$ cat src/rtl/apb_ram_slave.sv
// rtl/apb_ram_slave.sv - APB slave RAM with byte strobes, wait states and slverr.
module apb_ram_slave #(
  parameter int DATA_WIDTH  = 32,
  parameter int ADDR_WIDTH  = 8,
  parameter int DEPTH       = 64,
  parameter int WAIT_STATES = 0,
  parameter int PRIV_WRITE  = 0
) (
  input  logic                    clk,
  input  logic                    rst_n,
  input  logic                    sel,
  input  logic                    enable,
  input  logic                    write,
  input  logic [ADDR_WIDTH-1:0]   addr,
  input  logic [DATA_WIDTH-1:0]   wdata,
  input  logic [DATA_WIDTH/8-1:0] strb,
  input  logic [2:0]              prot,
  output logic [DATA_WIDTH-1:0]   rdata,
  output logic                    ready,
  output logic                    slverr
);

  localparam int NB    = DATA_WIDTH / 8;
  localparam int LSB   = (NB > 1) ? $clog2(NB) : 0;
  localparam int IDX_W = (DEPTH > 1) ? $clog2(DEPTH) : 1;
  localparam logic [ADDR_WIDTH-1:0] ALIGN_MASK = ADDR_WIDTH'(NB - 1);

  typedef enum logic [1:0] {IDLE, ACCESS, RESP} state_t;

  state_t                  state, state_nxt;
  logic                    a_write;
  logic [ADDR_WIDTH-1:0]   a_addr;
  logic [DATA_WIDTH-1:0]   a_wdata;
  logic [NB-1:0]           a_strb;
  logic                    a_priv;
  logic [3:0]              cnt;
  logic [DATA_WIDTH-1:0]   ram [DEPTH];

  logic                    setup, exec;
  logic                    misaligned, out_of_range, denied, err;
  logic [31:0]             word_idx;
  logic [IDX_W-1:0]        ram_idx;
  logic                    unused_prot;

  assign unused_prot = ^prot[2:1];

  // Decode works on the latched setup-phase attributes, not the live bus.
  always_comb begin
    word_idx     = 32'(a_addr >> LSB);
    ram_idx      = word_idx[IDX_W-1:0];
    misaligned   = (a_addr & ALIGN_MASK) != '0;
    out_of_range = word_idx >= 32'(DEPTH);
    denied       = a_write && (PRIV_WRITE != 0) && !a_priv;
    err          = misaligned || out_of_range || denied;
  end

  always_comb begin
    state_nxt = state;
    setup     = 1'b0;
    exec      = 1'b0;
    case (state)
      IDLE: begin
        if (sel && !enable) begin
          setup     = 1'b1;
          state_nxt = ACCESS;
        end
      end
      ACCESS: begin
        if (!sel) begin
          state_nxt = IDLE;
        end else if (!enable) begin
          setup = 1'b1;
        end else if (cnt == 4'd0) begin
          exec      = 1'b1;
          state_nxt = RESP;
        end
      end
      RESP:    state_nxt = IDLE;
      default: state_nxt = IDLE;
    endcase
  end

  always_ff @(posedge clk or negedge rst_n) begin
    if (!rst_n) state <= IDLE;
    else        state <= state_nxt;
  end

  always_ff @(posedge clk or negedge rst_n) begin
    if (!rst_n) begin
      a_write <= 1'b0;
      a_addr  <= '0;
      a_wdata <= '0;
      a_strb  <= '0;
      a_priv  <= 1'b0;
      cnt     <= 4'd0;
      ready   <= 1'b0;
      slverr  <= 1'b0;
      rdata   <= '0;
    end else begin
      if (setup) begin
        a_write <= write;
        a_addr  <= addr;
        a_wdata <= wdata;
        a_strb  <= strb;
        a_priv  <= prot[0];
        cnt     <= 4'(WAIT_STATES);
      end else if (state == ACCESS && sel && enable && cnt != 4'd0) begin
        cnt <= cnt - 4'd1;
      end
      if (exec) begin
        ready  <= 1'b1;
        slverr <= err;
        rdata  <= (err || a_write) ? '0 : ram[ram_idx];
      end else if (state == RESP) begin
        ready  <= 1'b0;
        slverr <= 1'b0;
        rdata  <= '0;
      end
    end
  end

  // Storage is deliberately not reset; only lanes with a strobe are written.
  always_ff @(posedge clk) begin
    if (exec && a_write && !err) begin
      for (int i = 0; i < NB; i++) begin
        if (a_strb[i]) ram[ram_idx][8*i +: 8] <= a_wdata[8*i +: 8];
      end
    end
  end

endmodule

$ cat config.mk
export PLATFORM = sky130hd
export DESIGN_NAME = apb_ram_slave
export DESIGN_NICKNAME = d
export VERILOG_FILES = /design/src/rtl/apb_ram_slave.sv
export SDC_FILE = /design/constraint.sdc
export NUM_CORES = 2
export LEC_CHECK = 0
export BUFFER_PORTS_ARGS = -buffer_cell sky130_fd_sc_hd__buf_2
export CORE_MARGIN = 5
export CORE_UTILIZATION = 48
export CTS_CLUSTER_DIAMETER = 150
export DETAILED_ROUTE_END_ITERATION = 7
export PLACE_DENSITY = 0.66
export SETUP_SLACK_MARGIN = 0.05
export SLEW_MARGIN = 20
export SYNTH_ARGS = -nofsm -noshare
export SYNTH_HDL_FRONTEND = slang
export SYNTH_SLANG_ARGS = --single-unit
$ cat constraint.sdc
create_clock -name clk -period 2.25 [get_ports clk]
set_clock_uncertainty 0.15 [all_clocks]
set_input_delay 0.3375 -clock clk [delete_from_list [all_inputs] [get_ports clk]]
set_output_delay 0.3375 -clock clk [all_outputs]
set_load 0.01 [all_outputs]
==> flow_summary.toml <==
[run_status]
status = "finished with violations"
violations = "setup timing"

[grt]
grt_util_all_layers_pct = 28.0
grt_pass1_vias = 51251
grt_pass1_wl_mm = 367
grt_max_degree = 66
grt-ovfl-total = 0
antenna_found_initial = 8

[clocking]
cts_buffers = 203
cts_num_sinks = 2133
clk_latency_ps = 850
cts-htree-levels = 4
root_buffer = "clkbuf_16"
cts_tree = "yes"
max-clock-path-buffers = 3
clkTransAtPathRegs_ps = 70

[final_layout]
post-route-cell-area_mm2 = 0.105
register_area_mm2 = 0.0637
nNetsFinal = 6134
fin_cells = 8566
area_growth_pct = 26.4
drive_above_1_share_pct = 27.7
multiInputGateArea_mm2 = 0.0196
fill_cells = 12092

[pwr]
power_w = 0.0929
peakVddDrop_mv = 0.733
pwr_density_cell_mw_per_mm2 = 884
leakagePower_nw = 36.3

[place]
placed_cell_area_mm2 = 0.0936
dp.cells = 7984
dp_hpwl_mm = 164
portBuffers = 82
globalplace.congestion = 0.948

[die]
die_h_um = 426
start_util_pct = 48.4
dieArea_mm2 = 0.182
num_io_pins = 86
core_area_mm2 = 0.172
rows = 152
die_w_um = 426

[synthesis]
ys_warn_count = 0
synth_common_cells = "edfxtp_1 (2048), mux2i_1 (496), nand2_1 (418), nor2_1 (338), o22ai_1 (272)"
synthFlopType = "edfxtp_1"
postSynthCellCount = 5145
netlist_top_cells_area = "edfxtp_1 (74%), mux2i_1 (6.0%), dfrtp_1 (2.6%)"
synth.net_count = 5199
synth_top_area_share_pct = 74.0
netlist_area_mm2 = 0.0831
synth_area_leader_cell = "edfxtp_1"
synth_edf_count = 2048
syn_area_per_cell_um2 = 16.2
ys_ff_latch = 2133
synthArstFlopShare_pct = 3.98
yosysMostFrequentCell = "edfxtp_1"
synth_cell_type_count = 57
yosysSeqAreaShare_pct = 76.5

[timing]
min_period_ps = 2900
hold_violations = 0
clock.fmax_mhz = 345
fin_ws_ps = -651
holdWs_ps = 55.5
fin_crit_sh_pct = 129
finalSetupViolCount = 2081
tightest_slew_ps = 817
relSlewSlack_pct = 45.5
slew_viol_final = 0
rsz0062_at_grt = "yes"

[setup_path]
crit_type = "reg -> reg"
reg2reg_from = "a_addr[4]"
critPathMaxStageDelay_ps = 520
required_ps = 2820
cp-end-kind = "register"
startpoint_type = "register"
crit_slowest_cell = "dfrtp_4"
path_cells = "buf_12 > buf_12 > nand2b_4 > buf_12 > buf_16 > o32ai_4 > o31ai_2 > buf_4 > o2111ai_2 > buf_6 > nor4bb_4 > buf_6 > o21ai_2"
critPathMaxFanout = 5
cp-startpoint = "a_addr[4]"
crit_top_cell = "buf_12"
worst_ep_arrival_time_ps = 3480

[drt]
routed_wl_mm = 262
num_vias = 53425
dr.pass1.iters = 6
vias_per_cell = 6.24
wire_per_inst_um = 30.6
ant_nets = 0
drc = 0
dr.first_iter.drc_count = 7034
wl_met3_mm = 28.2
highest_layer = "met4"
wl_met2_mm = 119
wl_met1_mm = 96.2

[flow_run]
drv_cap = 0

[min_path]
worstHoldStart = "sel"
hp-class = "in -> reg"
==> kinds of logic (layout without fill, tap and decap cells) <==
family | Yosys count | count (layout) | synth area share, %
AO/OA/AOI/OAI | 1105 | 1105 | 10.1
XOR/XNOR | 2 | 2 | 0.0211
multiplexers | 513 | 513 | 6.39
other | 0 | 9 | 0
AND/OR/NAND/NOR | 826 | 829 | 4.09
adder cells (fa/ha/maj) | 2 | 2 | 0.0301
flip-flops | 2133 | 2133 | 76.5
buffers and inverters | 564 | 1663 | 2.87
==> repair_timing <==
| action | 4_1_cts | 5_1_grt |
|---|---|---|
| endpoints found under the hold margin | 133 | 0 |
| pin swaps | 95 | 87 |
| buffers inserted | 70 | 19 |
| hold buffers | 84 | 0 |
| setup endpoints to repair | 2083 | 2087 |
| cloned | 18 | 12 |
| gates resized for setup | 358 | 218 |
==> sequential cells by signal, indices dropped and copies added, names as in the netlist <==
| signal | cells |
|---|---|
| ram | 2048 |
| cnt | 4 |
| a_addr | 8 |
| ready | 1 |
| a_write | 1 |
| slverr | 1 |
| state | 2 |
| rdata | 32 |
| a_wdata | 32 |
| a_strb | 4 |
==> layout make-up <==
class | instances | area share [%]
clock inverters | 102 | 0.767
clock buffers | 270 | 5.15
diodes | 9 | 0.0214
well taps | 2310 | 2.75
flip-flops and latches | 2133 | 60.6
repair buffers | 1104 | 11.4
multi-input cells | 2451 | 18.6
inverters | 187 | 0.673
==> routing by layer <==
layer	vias to the layer above	global-route usage, %
li1	22374	-
met1	26867	37.2
met2	3478	42.5
met3	706	6.51
met4	0	16.6
met5	-	0.376
==> through the flow <==
stage	setup TNS, ps	setup slack (ps)	util (%)
after global routing	-769750	-700	61.1
final	-658080	-651	61.1
after detailed placement	-1258930	-917	54.4
after CTS	-532510	-533	60.2
after global placement	-1141820	-887	54.4
after floorplan	-396720	-248	-
==> where the power goes <==
group | leakage [nW] | total [W] | internal (W) | switching [W]
sequential | 19.6 | 0.0454 | 0.0448 | 0.000663
combinational | 13.7 | 0.0151 | 0.00609 | 0.00903
clock | 3.01 | 0.0324 | 0.0178 | 0.0146
==> worst paths after layout <==
path                               endpoint  slack [ps]  cells after the start
worst max register to register     rdata[8]        -650                     13
min in group asynchronous         rdata[24]         560                      4
worst max-delay path               rdata[8]        -650                     13
max in group asynchronous       a_wdata[14]        1030                      4
worst min register to register    a_addr[0]         350                      2
worst min-delay path              a_addr[4]          60                      4
==> worst max-delay path, delay by kind of cell (launching register included) <==
kind	cells	cell delay (ps)
buffers and inverters	7	1120
AOI/OAI and AO/OA	4	530
DFF	1	520
and+or+nand+nor	2	440
==> layout by cell type, fill, tap and decap left out, drive strengths merged, types with 5 or more instances in the layout <==
cell type    count
o2111ai         31
a21oi           86
nor4bb          27
edfxtp        2048
buf           1004
a221oi         143
nor2b            5
clkinvlp         7
nor2           341
o32ai          180
clkbuf         279
bufbuf           8
dlygate4sd3     83
o22ai          272
dfrtp           85
o31ai           90
mux2i          496
nand2b           6
o21ai          106
bufinv           8
inv            192
diode            9
nand3            5
or2              5
clkinv          82
mux4            14
a221o          173
nand2          421
(Power assumes the default switching activity.)
